File: src/rtl/wseq_pkg.sv
// Shared definitions for the wseq timing-strobe generator: phase codes,
// phase count and FSM state encoding.
package wseq_pkg;

  localparam int NUM_PHASES = 5;

  // Phase codes as presented on the phase output; IDLE is deliberately
  // outside the 0..4 range so it can never be mistaken for a live phase.
  localparam logic [2:0] PH_T2   = 3'd0;
  localparam logic [2:0] PH_T3   = 3'd1;
  localparam logic [2:0] PH_T4   = 3'd2;
  localparam logic [2:0] PH_T5   = 3'd3;
  localparam logic [2:0] PH_T6   = 3'd4;
  localparam logic [2:0] PH_IDLE = 3'd7;

  typedef enum logic {
    ST_IDLE = 1'b0,
    ST_RUN  = 1'b1
  } state_e;

endpackage

File: src/rtl/wseq_dly_line.sv
// Fixed-length shift register: dout presents din exactly DLY clocks later.
// Cleared only by reset; it has no enable, so the delayed copy keeps its
// exact timing regardless of what the source is doing.
module wseq_dly_line #(
  parameter int WIDTH = 5,
  parameter int DLY   = 10
) (
  input  logic             clk,
  input  logic             rst_n,
  input  logic [WIDTH-1:0] din,
  output logic [WIDTH-1:0] dout
);

  logic [WIDTH-1:0] stage [DLY];

  // Shift din through DLY stages; reset flushes every stage.
  // NOTE: every stage is reset, not just the output one, otherwise stale
  // pulses still in flight would emerge on the delayed side after reset.
  always_ff @(posedge clk) begin
    if (!rst_n) begin
      for (int i = 0; i < DLY; i++) stage[i] <= '0;
    end else begin
      stage[0] <= din;
      for (int i = 1; i < DLY; i++) stage[i] <= stage[i-1];
    end
  end

  assign dout = stage[DLY-1];

endmodule

File: src/rtl/wseq_timing_gen.sv
// Timing-strobe generator: walks one-hot strobes wseq2..wseq6 (T2..T6),
// each held PHASE_CYCLES clocks, with start/stall/stop control, and
// produces a DLY-clock delayed copy of the strobe set.
import wseq_pkg::*;

module wseq_timing_gen #(
  parameter int PHASE_CYCLES = 1,
  parameter int DLY          = 10
) (
  input  logic       clk,
  input  logic       rst_n,
  input  logic       start,
  input  logic       stall,
  input  logic       stop,
  output logic       wseq2,
  output logic       wseq3,
  output logic       wseq4,
  output logic       wseq5,
  output logic       wseq6,
  output logic       dwseq2,
  output logic       dwseq3,
  output logic       dwseq4,
  output logic       dwseq5,
  output logic       dwseq6,
  output logic       busy,
  output logic       cycle_done,
  output logic [2:0] phase
);

  localparam int             CW       = (PHASE_CYCLES > 1) ? $clog2(PHASE_CYCLES) : 1;
  localparam logic [CW-1:0]  CNT_LAST = CW'(PHASE_CYCLES - 1);

  state_e                  state;
  logic [CW-1:0]           cnt;
  logic                    stop_pending;
  logic [NUM_PHASES-1:0]   wseq;
  logic [NUM_PHASES-1:0]   dwseq;
  logic                    phase_last;
  logic                    cycle_end;

  // A phase ends on its last counted clock unless stall holds it; the whole
  // T2..T6 pass ends when that happens in T6.
  assign phase_last = (state == ST_RUN) && !stall && (cnt == CNT_LAST);
  assign cycle_end  = phase_last && (phase == PH_T6);
  assign cycle_done = cycle_end;

  // FSM, phase counter, stop capture and one-hot strobe register.
  // NOTE: all state here is updated with non-blocking assignments so every
  // register sees the pre-edge values of the others, as real flops do.
  always_ff @(posedge clk) begin
    if (!rst_n) begin
      state        <= ST_IDLE;
      cnt          <= '0;
      stop_pending <= 1'b0;
      wseq         <= '0;
      phase        <= PH_IDLE;
      busy         <= 1'b0;
    end else begin
      case (state)
        ST_IDLE: begin
          if (start) begin
            state        <= ST_RUN;
            cnt          <= '0;
            stop_pending <= stop;
            wseq         <= NUM_PHASES'(1);
            phase        <= PH_T2;
            busy         <= 1'b1;
          end
        end
        ST_RUN: begin
          if (stop) stop_pending <= 1'b1;
          if (cycle_end) begin
            cnt <= '0;
            if (stop_pending || stop) begin
              state        <= ST_IDLE;
              stop_pending <= 1'b0;
              wseq         <= '0;
              phase        <= PH_IDLE;
              busy         <= 1'b0;
            end else begin
              wseq  <= NUM_PHASES'(1);
              phase <= PH_T2;
            end
          end else if (phase_last) begin
            cnt   <= '0;
            wseq  <= {wseq[NUM_PHASES-2:0], 1'b0};
            phase <= phase + 3'd1;
          end else if (!stall) begin
            cnt <= cnt + CW'(1);
          end
        end
        default: begin
          state <= ST_IDLE;
        end
      endcase
    end
  end

  wseq_dly_line #(
    .WIDTH (NUM_PHASES),
    .DLY   (DLY)
  ) u_dly (
    .clk   (clk),
    .rst_n (rst_n),
    .din   (wseq),
    .dout  (dwseq)
  );

  assign {wseq6, wseq5, wseq4, wseq3, wseq2}      = wseq;
  assign {dwseq6, dwseq5, dwseq4, dwseq3, dwseq2} = dwseq;

endmodule
File: config.mk
export PLATFORM = sky130hd
export DESIGN_NAME = wseq_timing_gen
export DESIGN_NICKNAME = d
export VERILOG_FILES = /design/src/rtl/wseq_pkg.sv /design/src/rtl/wseq_dly_line.sv /design/src/rtl/wseq_timing_gen.sv
export SDC_FILE = /design/constraint.sdc
export NUM_CORES = 1
export LEC_CHECK = 0
export ABC_CLOCK_PERIOD_IN_PS = 2650
export CORE_MARGIN = 10
export CORE_UTILIZATION = 58
export CTS_CLUSTER_SIZE = 40
export DETAILED_ROUTE_END_ITERATION = 7
export GPL_TIMING_DRIVEN = 0
export PLACE_DENSITY_LB_ADDON = 0.12
export SLEW_MARGIN = 20
export SYNTH_ARGS = -nofsm -noshare
export SYNTH_HDL_FRONTEND = slang
export SYNTH_HIERARCHICAL = 1
export SYNTH_SLANG_ARGS = --single-unit
export TNS_END_PERCENT = 20
File: constraint.sdc
create_clock -name clk -period 2.65 [get_ports clk]
set_input_delay 0.53 -clock clk [delete_from_list [all_inputs] [get_ports clk]]
set_output_delay 0.53 -clock clk [all_outputs]
set_load 0.005 [all_outputs]
* Word level (Yosys, flattened, before mapping)
Memory sizes are Yosys's and may differ from the RTL's. Index checks and enable logic that the tools add are counted.
Word-level totals: bits in latches 0, flip-flop bits (word level) 12, output and inout port bits 15, input port bits 5, memories 1, memory bits (read-only) 0, bits in writable memories 50
Memory list:
- u_dly.stage | words 10, width 5, read ports 10, clocked after Yosys merged registers in 0, write ports 10, line wseq_dly_line.sv:14 | logic [WIDTH-1:0] stage [DLY];
Cells by class: divide/modulo/power cells 0, $lt $le $gt $ge 0, add/subtract/negate cells 2, bitwise gates (word level) 12, equal/unequal tests 6, muxes and demuxes 40, shifts and indexed selects 0, multipliers 0, reduce and logical (&&, ||, !) cells 8
Operator list (count):
- $mux W5 | 13
- $mux W1 | 17
- $mux W3 | 4
- $or A1 B1 Y1 | 10
- $pmux W5 S2 | 1
- $pmux W1 S2 | 4
- $pmux W3 S2 | 1
- $ne A2 B2 Y1 const B | 2
- $ne A4 B3 Y1 const B | 1
- $reduce_and A2 Y1 | 2
- $add A3 B1 Y3 const B | 1
- $eq A3 B3 Y1 const B | 1
- $logic_and A1 B1 Y1 | 3
- $ne A3 B2 Y1 const B | 1
- $reduce_and A3 Y1 | 1
- $ne A2 B1 Y1 const B | 1
- $not A1 Y1 | 2
- $add A1 B1 Y1 const B | 1
- $logic_not A1 Y1 | 1
- $logic_or A1 B1 Y1 | 1

* Longest topological paths before layout
Gate-level depths: netlist (run 1).
word-level depth 6, depth in mapped cells 5, depth with buffers taken out 5

* By module
The synthesis (run 1) kept the hierarchy.
By module, submodules not included:
- wseq_dly_line | times used 1, cells each 110, area each 1426.4 um^2
- wseq_timing_gen | times used 1, cells each 64, area each 576.8 um^2

* Least setup slack after synthesis (run 1)
Ideal clock, no wire load.
path type input to output, from in stall, to out cycle_done, path slack 960 ps, data arrival time 1160 ps, stages on the path 3, buffers on the path 1, path through or3b_1 buf_6 nor2_1
Between the ends: word-level cells in the longest chain between the ends 4
RTL lines:
- start: declaration | line wseq_timing_gen.sv:13 | input logic stall,
- $logic_not A1 Y1
- $logic_and A1 B1 Y1 (2 in series) | line wseq_timing_gen.sv:43 | assign phase_last = (state == ST_RUN) && !stall && (cnt == CNT_LAST);
- $logic_and A1 B1 Y1 | line wseq_timing_gen.sv:44 | assign cycle_end = phase_last && (phase == PH_T6);
- end: declaration | line wseq_timing_gen.sv:26 | output logic cycle_done,
Every way passes these cells.

* Worst setup path in the final report (run 1)
Same ends and word-level chain as after synthesis.

==> out/metrics.csv, run 1 <==
stage,metric,value,unit
pwr,p_int,1.203,mW
cts,cts_made_buffers,9,
route,drcViolationCount,0,
setup_path,crit_path_start_kind,primary input,
yosys,synth_commonest_cells,"62 x dfxtp_1, 40 x and2_2, 11 x nand3_1",
yosys,yosysTopAreaCell,dfxtp_1,
run_status,status,"finished, final reports clean",
yosys,synth-simple-area-share,24.30,%
layout,nFillCells,265,
die,fp-row-count,21,
cts,worst_skew_pair.late_latency,0.38,ns
pwr,power_switching,0.3683,mW
timing,slew_headroom,66.33,%
timing,worst_pin_slew,0.5029,ns
grt,met1_usage,10.49,%
layout,antenna-diode-count,0,
yosys,ys_seq_area_share,61.96,%
grt,grt_pass1_wl,5147,um
die,die-height,78.77,um
placed_design,hpwl,2169,um
layout,seq_area,0.001241,mm2
run,max_cap_viol_count,0,
timing,rsz0062_at_grt,no,
setup_path,path_max_fanout,9,
timing,skew,0.007459,ns
pwr,p_leak,1.009,nW
yosys,ys_types,29,
grt,grt_pass1_vias,1194,
pwr,swShare,23.44,%
timing,finalSetupViolCount,0,
die,dieArea,0.006205,mm2
pwr,peakVddDrop,0.3925,mV
cts,clockRootBuffer,clkbuf_4,
timing,finalCritPeriodShare,92.14,%
yosys,synth.net_count,181,
route,first_pass_iters,4,
timing,finalHoldViolCount,0,
route,ant_nets,0,
layout,final_core_util,70.75,%
die,die_w,78.77,um
cts,cts.clk_slew.worst_paths,0.10,ns
cts,hold_buffers,0,
cts,htreeDepth,3,
yosys,synth_xor_area_share,0,%
yosys,synth_compound_area_share,7.683,%
pwr,p_per_area,665.4,mW/mm2
layout,syn_to_final_growth,17.86,%
grt,busiest_layer,met2,
yosys,synth_most_common_cell,dfxtp_1,
route,routed_wirelength,3105,um
grt,grt_use_met2,17.19,%
grt,track_usage,10.96,%
route,avgViaCountPerCell,4.831,
layout,multi_input_area,665.6,um2
yosys,yosys-top-cells-area,"dfxtp_1 62%, and2_2 15%, and2_1 3.1%",
setup_path,end_kind,output port,
grt,grt_max_degree,11,
pwr,seqPwrFrac,60.9,%
yosys,synth-async-reset-ratio,0,%
die,ioPinCount,20,
layout,fin_area,0.002361,mm2
die,core-area,0.003337,mm2
layout,nets,211,
placed_design,place_area,0.002251,mm2
setup_path,cp.required,2.12,ns
grt,grtUsageMet3,5.405,%
yosys,synth_top_family_by_area,simple AND/OR/NAND/NOR gates,
yosys,mappedNetlistArea,0.002003,mm2
die,start_util,60.03,%
yosys,synth_top_area_share,61.96,%
setup_path,worstPathArrival,1.91,ns
grt,grt_overflow_total,0,
yosys,ys_seq_elements,62,
cts,cts_tree,yes,
yosys,synthFlopType,dfxtp_1,
setup_path,path_class,in2out,
placed_design,io_buffer_count,19,
pwr,p_comb_share,5.7,%
yosys,synth.avg_cell_area,11.51,um2
route,drtIter0Drc,73,
min_path,worstHoldPathType,reg2reg,
yosys,synth_fa_ha_area_share,1.249,%
timing,fmax,409.5,MHz
pwr,clkPwrFrac,33.4,%
route,vias,1232,
layout,drive_gt1_share,32.06,%
cts,numClockSinks,62,
yosys,synthMuxAreaShare,0,%
yosys,synth-warning-count,6,
route,wl_per_cell,12.18,um
yosys,synth_edf_count,0,
timing,fin_crit,2.442,ns
placed_design,gp_congestion,0.8109,
grt,antenna_found_initial,0,
yosys,synthCells,174,
cts,cts_max_path_buffers,2,
timing,drv_slew,0,
## flip-flops by register name, indices dropped and copies added, names as in the netlist
register	cells
busy	1
phase	3
wseq	5
state	1
cnt	1
stop_pending	1
u_dly/stage	50
## through the flow
stage	hold WS, ns	cells	setup slack [ns]	power [mW]	TNS (ns)
after global routing	0.4528	255	0.1179	1.633	0
after detailed placement	0.4237	239	-0.05659	1.069	-0.05659
final	0.4421	255	0.2083	1.571	0
after floorplan	0.4057	174	0.9600	1.027	0
after CTS	0.4466	255	0.2018	1.584	0
after global placement	0.4146	239	-0.04965	1.065	-0.04965
## final timing paths
check / from / endpoint / slack [ns] / cells after the start
hold / removal: u_dly/stage[3][6]$_SDFF_PN0_ / u_dly/stage[4][1]$_SDFF_PN0_ / 0.44 / 1
setup reg to reg: phase[0]$_SDFFE_PN1P_ / phase[1]$_SDFFE_PN1P_ / 1.15 / 5
setup / recovery: stall / cycle_done / 0.21 / 5
hold reg to reg: u_dly/stage[3][6]$_SDFF_PN0_ / u_dly/stage[4][1]$_SDFF_PN0_ / 0.44 / 1
## power groups by stage
stage                     registers (mW)  logic, mW  clock network [mW]
after global placement             0.978     0.0867                   0
after floorplan                    0.977     0.0497                   0
after detailed placement           0.979     0.0902                   0
after global routing               0.960     0.0986               0.574
after CTS                          0.957     0.0904               0.537
final                              0.957     0.0890               0.525
## layer usage
| layer | vias to the layer above | part of all wire [%] |
|---|---|---|
| met5 | - | 0 |
| met4 | 0 | 2.9 |
| met3 | 9 | 7.2 |
| met2 | 28 | 48 |
| met1 | 574 | 42 |
| li1 | 621 | - |
## area by class of cell
class	count	area share, %
Buffer	13	3.445
Tap cell	46	2.438
Sequential cell	62	52.57
Timing Repair Buffer	19	8.002
Inverter	4	0.6359
Multi-Input combinational cell	95	28.19
Clock buffer	12	3.763
Clock inverter	4	0.9539
## worst max-delay path: stages
cell,delay (ns)
clkdlybuf4s50_1,0.46
or3b_1,0.38
buf_6,0.15
nor2_1,0.13
dlygate4sd2_1,0.26
## what timing repair did
| item | 4_1_cts | 5_1_grt |
|---|---|---|
| endpoints found under the setup margin | 1 | 0 |
| endpoints found under the hold margin | 0 | 0 |
| resized for setup | 1 | 0 |
| setup buffers | 0 | 0 |
## logic make-up after synthesis
| logic type | count (synthesis) |
|---|---|
| AND/OR/NAND/NOR | 74 |
| flip-flops | 62 |
| AO/OA/AOI/OAI | 19 |
| buffers and inverters | 17 |
| adder cells (fa/ha/maj) | 2 |
## cell usage in the layout, fill, tap and decap left out, types with 2 or more instances in the layout
master / count
clkdlybuf4s50_1: 18
clkinv_2: 3
clkbuf_4: 9
buf_4: 5
and2_2: 40
a21boi_1: 4
clkbuf_1: 4
nand2_1: 2
and2_1: 10
dfxtp_1: 62
a21oi_1: 4
clkbuf_2: 5
ha_1: 2
nand3_1: 11
nor2_1: 7
inv_1: 4
Note: power is estimated with default switching activity, not from simulation.
==> inputs of run 2 (changes only) <==
--- a/config.mk
+++ b/config.mk
@@ -6,9 +6,7 @@
 export NUM_CORES = 1
 export LEC_CHECK = 0
 export ABC_CLOCK_PERIOD_IN_PS = 2650
-export CORE_MARGIN = 10
 export CORE_UTILIZATION = 58
-export CTS_CLUSTER_SIZE = 40
 export DETAILED_ROUTE_END_ITERATION = 7
 export GPL_TIMING_DRIVEN = 0
 export PLACE_DENSITY_LB_ADDON = 0.12
==> run 2 against run 1 <==
  * Combinational power is essentially flat
  * Worst hold slack lost 0.0065 ns
  * Routed wire length is essentially flat
  * Final area grew 2.6%
  * Sequential share of layout area shrank 1.4 points
  * Register-to-register slack lost 0.06 ns
  * Cell count shrank 0.78%
  * First-iteration DRC count shrank 12%
  * Sequential power is essentially flat
  * Critical path depth is the same
  * Maximum frequency grew 1.0%
  * Critical endpoint unchanged
  * Largest cell class unchanged
==> out/metrics.csv, run 2 (synthesis gave the netlist of run 1 again) <==
stage,metric,value,unit,change
min_path,worstHoldPathType,reg2reg,,unchanged
setup_path,worstPathArrival,1.89,ns,was 1.91 ns
timing,setup_slack,0.2333,ns,was 0.2083 ns
pwr,p_leak,1.037,nW,was 1.009 nW
route,routed_wirelength,3102,um,was 3105 um
cts,post-cts-setup-buffers,0,,unchanged
setup_path,end_kind,output port,,unchanged
cts,htreeDepth,3,,unchanged
timing,finalSetupTns,0,ns,unchanged
route,ant_nets,0,,unchanged
timing,fmax,413.8,MHz,was 409.5 MHz
placed_design,gp_congestion,0.7443,,was 0.8109
cts,cts_tree,yes,,unchanged
placed_design,hpwl,2059,um,was 2169 um
layout,antenna-diode-count,0,,unchanged
cts,worst_skew_pair.late_latency,0.38,ns,about the same
grt,antenna_found_initial,0,,unchanged
grt,grt_pass1_vias,1210,,was 1194
cts,cts_made_buffers,9,,unchanged
cts,cts_resized,2,,was 1
layout,largest_reg_flops,50,,unchanged
layout,top_register,u_dly/stage,,unchanged
layout,mostFrequentLayoutCell,dfxtp_1,,unchanged
cts,cts.clk_slew.worst_paths,0.10,ns,about the same
timing,worst_pin_slew,0.5570,ns,was 0.5029 ns
timing,drv_slew,0,,unchanged
cts,clockRootBuffer,clkbuf_4,,unchanged
layout,seq_area,0.001241,mm2,unchanged
grt,track_usage,19.97,%,was 10.96%
timing,fin_crit,2.417,ns,was 2.442 ns
route,vias,1256,,was 1232
die,core-area,0.003153,mm2,was 0.003337 mm2
timing,finalCritPeriodShare,91.20,%,was 92.14%
placed_design,place_area,0.002248,mm2,was 0.002251 mm2
setup_path,critPathMaxStageDelay,0.45,ns,was 0.46 ns
route,first_pass_iters,4,,unchanged
grt,grt_overflow_total,0,,unchanged
route,avgViaCountPerCell,4.964,,was 4.831
grt,grt_max_degree,11,,unchanged
pwr,p_per_area,756.5,mW/mm2,was 665.4 mW/mm2
die,fp-row-count,20,,was 21
route,drtIter0Drc,64,,was 73
setup_path,path_buf_inv,3,,unchanged
timing,slew_headroom,62.70,%,was 66.33%
layout,largest_registers,"u_dly/stage x50, wseq x5, phase x3",,unchanged
die,dieArea,0.003693,mm2,was 0.006205 mm2
setup_path,cp.required,2.12,ns,about the same
setup_path,path_max_fanout,9,,unchanged
layout,final_cell_mix,"62 x dfxtp_1, 40 x and2_2, 18 x clkdlybuf4s50_1, 11 x nand3_1, 10 x and2_1",,unchanged
layout,final_core_util,76.87,%,was 70.75%
cts,numClockSinks,62,,unchanged
placed_design,io_buffer_count,19,,unchanged
setup_path,crit_slowest_cell,clkdlybuf4s50_1,,unchanged
timing,skew,0.009499,ns,was 0.007459 ns
pwr,peakVddDrop,0.5192,mV,was 0.3925 mV
run,max_cap_viol_count,0,,unchanged
setup_path,cp_top_family,buffers and inverters,,unchanged
setup_path,path_class,in2out,,unchanged
cts,cts_max_path_buffers,2,,unchanged
die,die_w,60.77,um,was 78.77 um
route,drcViolationCount,0,,unchanged
layout,nFillCells,220,,was 265
setup_path,path_cells,clkdlybuf4s50_1 -> or3b_1 -> buf_6 -> nor2_2 -> dlygate4sd2_1,,was clkdlybuf4s50_1 -> or3b_1 -> buf_6 -> nor2_1 -> dlygate4sd2_1
die,ioPinCount,20,,unchanged
layout,syn_to_final_growth,20.99,%,was 17.86%
timing,rsz0062_at_grt,no,,unchanged
placed_design,dp_worst_setup_slack,-0.06620,ns,was -0.05659 ns
setup_path,crit_path_start_kind,primary input,,unchanged
layout,drive_gt1_share,32.06,%,unchanged
route,wl_per_cell,12.26,um,was 12.18 um
layout,multi_input_area,668.1,um2,was 665.6 um2
timing,finalSetupViolCount,0,,unchanged
die,die-height,60.77,um,was 78.77 um
cts,hold_buffers,0,,unchanged
timing,finalHoldViolCount,0,,unchanged
layout,fin_area,0.002424,mm2,was 0.002361 mm2
grt,grt_pass1_wl,5078,um,was 5147 um
die,start_util,63.53,%,was 60.03%
layout,nets,211,,unchanged
run_status,status,"finished, final reports clean",,unchanged
## run 2: cell types whose count changed in the layout (fill, tap and decap cells not counted)
cell	change
clkinvlp_4	-1
clkinv_2	-2
bufinv_16	+3
nor2_2	+1
clkbuf_1	+1
nor2_1	-1
clkbuf_8	-1
## run 2: cell type report
type / instances / share of cell area (%)
Clock buffer: 12 / 3.252
Multi-Input combinational cell: 95 / 27.57
Sequential cell: 62 / 51.21
Clock inverter: 4 / 3.924
Tap cell: 44 / 2.272
Inverter: 4 / 0.6195
Buffer: 13 / 3.356
Timing Repair Buffer: 19 / 7.796
## run 2: metrics by stage
step                power (mW)  hold WS (ns)  cells
floorplan                1.027        0.4057    174
global placement         1.063        0.4130    237
detailed placement       1.067        0.4181    237
CTS                      1.850        0.4378    253
global route             1.908        0.4389    253
finish                   1.834        0.4357    253
## run 2: path summary, 6_finish.rpt
| path | start | slack, ns | to | depth (start not counted) |
|---|---|---|---|---|
| hold / removal | u_dly/stage[3][7]$_SDFF_PN0_ | 0.44 | u_dly/stage[4][2]$_SDFF_PN0_ | 1 |
| hold reg to reg | u_dly/stage[3][7]$_SDFF_PN0_ | 0.44 | u_dly/stage[4][2]$_SDFF_PN0_ | 1 |
| setup / recovery | stall | 0.23 | cycle_done | 5 |
| setup reg to reg | phase[0]$_SDFFE_PN1P_ | 1.09 | phase[1]$_SDFFE_PN1P_ | 5 |
## run 2: report_power, final
group / total, mW / switching [mW] / internal [mW]
Sequential: 0.957 / 0.0133 / 0.944
Combinational: 0.0893 / 0.0458 / 0.0436
Clock: 0.787 / 0.308 / 0.479
## run 2: per-layer routing
| layer | vias up | global-route usage, % | share of wire [%] |
|---|---|---|---|
| li1 | 623 | - | - |
| met1 | 580 | 21.51 | 43 |
| met2 | 49 | 32.18 | 49 |
| met3 | 4 | 11.30 | 6.3 |
| met4 | 0 | 8.766 | 0.97 |
| met5 | - | 0 | 0 |
==> inputs of run 3 (changes only) <==
--- a/config.mk
+++ b/config.mk
@@ -5,7 +5,7 @@
 export SDC_FILE = /design/constraint.sdc
 export NUM_CORES = 1
 export LEC_CHECK = 0
-export ABC_CLOCK_PERIOD_IN_PS = 2650
+export ABC_CLOCK_PERIOD_IN_PS = 2790
 export CORE_UTILIZATION = 58
 export DETAILED_ROUTE_END_ITERATION = 7
 export GPL_TIMING_DRIVEN = 0
==> constraint.sdc (replaced) <==
create_clock -name clk -period 2.79 [get_ports clk]
set_input_delay 0.558 -clock clk [delete_from_list [all_inputs] [get_ports clk]]
set_output_delay 0.558 -clock clk [all_outputs]
set_load 0.005 [all_outputs]
==> run 3 against run 2 <==
  * Non-clock buffer count did not move
  * Sequential cell count did not move
  * Total power fell by 4.9%
  * Critical path type unchanged
  * Critical endpoint unchanged
==> out/metrics.csv, run 3 (synthesis gave the netlist of run 1 again) <==
stage,metric,value,unit,change
route,vias,1259,,was 1256
setup_path,path_max_fanout,9,,unchanged
layout,syn_to_final_growth,21.05,%,was 20.99%
timing,fin_crit,2.404,ns,
pwr,p_per_area,719.3,mW/mm2,was 756.5 mW/mm2
layout,largest_reg_flops,50,,unchanged
pwr,swShare,20.14,%,was 20.01%
setup_path,path_class,in2out,,unchanged
layout,mostFrequentLayoutCell,dfxtp_1,,unchanged
route,wl_per_cell,12.30,um,was 12.26 um
layout,nFillCells,220,,unchanged
timing,finalSetupTns,0,ns,unchanged
layout,drive_gt1_share,31.58,%,was 32.06%
route,drtIter0Drc,64,,unchanged
timing,skew,0.009401,ns,was 0.009499 ns
timing,drv_slew,0,,unchanged
grt,grt_max_degree,11,,unchanged
pwr,seqPwrFrac,52.2,%,about the same
layout,final_core_util,76.90,%,was 76.87%
cts,cts_tree,yes,,unchanged
cts,worst_skew_pair.late_latency,0.38,ns,about the same
setup_path,cp.required,2.23,ns,was 2.12 ns
die,core-area,0.003153,mm2,unchanged
run,max_cap_viol_count,0,,unchanged
layout,antenna-diode-count,0,,unchanged
route,avgViaCountPerCell,4.976,,was 4.964
layout,seq_area,0.001241,mm2,unchanged
timing,finalCritPeriodShare,86.17,%,
timing,worst_pin_slew,0.5268,ns,was 0.5570 ns
route,drcViolationCount,0,,unchanged
route,routed_wirelength,3112,um,was 3102 um
route,ant_nets,0,,unchanged
cts,numClockSinks,62,,unchanged
cts,cts_made_buffers,9,,unchanged
timing,finalHoldViolCount,0,,unchanged
grt,antenna_found_initial,0,,unchanged
layout,top_register,u_dly/stage,,unchanged
route,first_pass_iters,4,,unchanged
die,fp-row-count,20,,unchanged
layout,nets,211,,unchanged
grt,grt_pass1_vias,1210,,unchanged
layout,final_cell_mix,"62 x dfxtp_1, 40 x and2_2, 18 x clkdlybuf4s50_1, 11 x nand3_1, 10 x and2_1",,unchanged
pwr,clkPwrFrac,43.0,%,was 42.9%
pwr,p_comb_share,4.8,%,was 4.9%
min_path,hold_depth,1,,unchanged
grt,met1_usage,21.51,%,unchanged
die,ioPinCount,20,,unchanged
setup_path,end_kind,output port,,unchanged
placed_design,io_buffer_count,19,,unchanged
timing,rsz0062_at_grt,no,,unchanged
min_path,worstHoldPathType,reg2reg,,unchanged
timing,slew_headroom,64.72,%,was 62.70%
grt,grt_overflow_total,0,,unchanged
die,die_w,60.77,um,unchanged
layout,multi_input_area,665.6,um2,was 668.1 um2
timing,fmax,415.9,MHz,
placed_design,gp_congestion,0.7443,,unchanged
cts,htreeDepth,3,,unchanged
grt,grt_pass1_wl,5078,um,unchanged
cts,clockRootBuffer,clkbuf_4,,unchanged
timing,finalSetupViolCount,0,,unchanged
layout,fin_cells,253,,unchanged
cts,cts_max_path_buffers,2,,unchanged
cts,cts.clk_slew.worst_paths,0.10,ns,about the same
grt,grt_use_met2,32.18,%,unchanged
setup_path,crit_path_start_kind,primary input,,unchanged
die,dieArea,0.003693,mm2,unchanged
cts,hold_buffers,0,,unchanged
pwr,p_leak,1.051,nW,was 1.037 nW
setup_path,worstPathArrival,1.85,ns,was 1.89 ns
grt,busiest_layer,met2,,unchanged
layout,largest_registers,"u_dly/stage x50, wseq x5, phase x3",,unchanged
placed_design,place_inst,237,,unchanged
pwr,peakVddDrop,0.4930,mV,was 0.5192 mV
pwr,power_switching,0.3512,mW,was 0.3669 mW
placed_design,hpwl,2059,um,unchanged
pwr,p_int,1.393,mW,was 1.467 mW
grt,grtUsageMet3,11.30,%,unchanged
timing,hold_slack,0.4357,ns,about the same
die,die-height,60.77,um,unchanged
run_status,status,"finished, final reports clean",,unchanged
grt,track_usage,19.97,%,unchanged
die,start_util,63.53,%,unchanged
setup_path,rr_worst_depth,5,,unchanged
cts,post-cts-setup-buffers,0,,unchanged
pwr,p_total,1.744,mW,was 1.834 mW
run 3: power by group through the flow:
stage | Sequential [mW] | Combinational [mW] | Clock (mW)
after floorplan | 0.928 | 0.0472 | 0
after global placement | 0.929 | 0.0813 | 0
after detailed placement | 0.930 | 0.0838 | 0
after CTS | 0.909 | 0.0848 | 0.763
after global routing | 0.912 | 0.0932 | 0.807
final | 0.910 | 0.0845 | 0.750
run 3: stage by stage:
stage	setup slack [ns]	cell area, um2
CTS	0.003839	2422
global placement	0.04374	2248
global route	0.3549	2425
detailed placement	0.01780	2248
finish	0.3858	2425
floorplan	1.044	2003
run 3: critical path: stages:
cell	delay, ns
clkdlybuf4s50_1	0.45
or3b_1	0.38
buf_6	0.15
nor2_1	0.14
dlymetal6s2s_1	0.15
run 3: repair_timing:
action,in CTS,in global routing
endpoints found under the setup margin,0,1
hold endpoints to repair,0,0
gates resized for setup,0,1
run 3: per-layer routing:
| layer | up-vias | wire (um) | part of all wire [%] |
|---|---|---|---|
| met2 | 47 | 1564 | 50 |
| li1 | 618 | - | - |
| met1 | 592 | 1315 | 42 |
| met3 | 2 | 213 | 6.8 |
| met4 | 0 | 19 | 0.61 |
| met5 | - | 0 | 0 |
run 3: cell type report:
class,count,share of cell area (%)
Buffer,13,3.354
Clock buffer,12,3.251
Clock inverter,4,3.922
Inverter,4,0.6192
Multi-Input combinational cell,95,27.45
Sequential cell,62,51.19
Tap cell,44,2.270
Timing Repair Buffer,19,7.946
run 3: final timing paths:
path	from	to	slack (ns)
worst max-delay path	stall	cycle_done	0.39
worst min-delay path	u_dly/stage[3][7]$_SDFF_PN0_	u_dly/stage[4][2]$_SDFF_PN0_	0.44
worst max register to register	phase[0]$_SDFFE_PN1P_	phase[1]$_SDFFE_PN1P_	1.23
worst min register to register	u_dly/stage[3][7]$_SDFF_PN0_	u_dly/stage[4][2]$_SDFF_PN0_	0.44
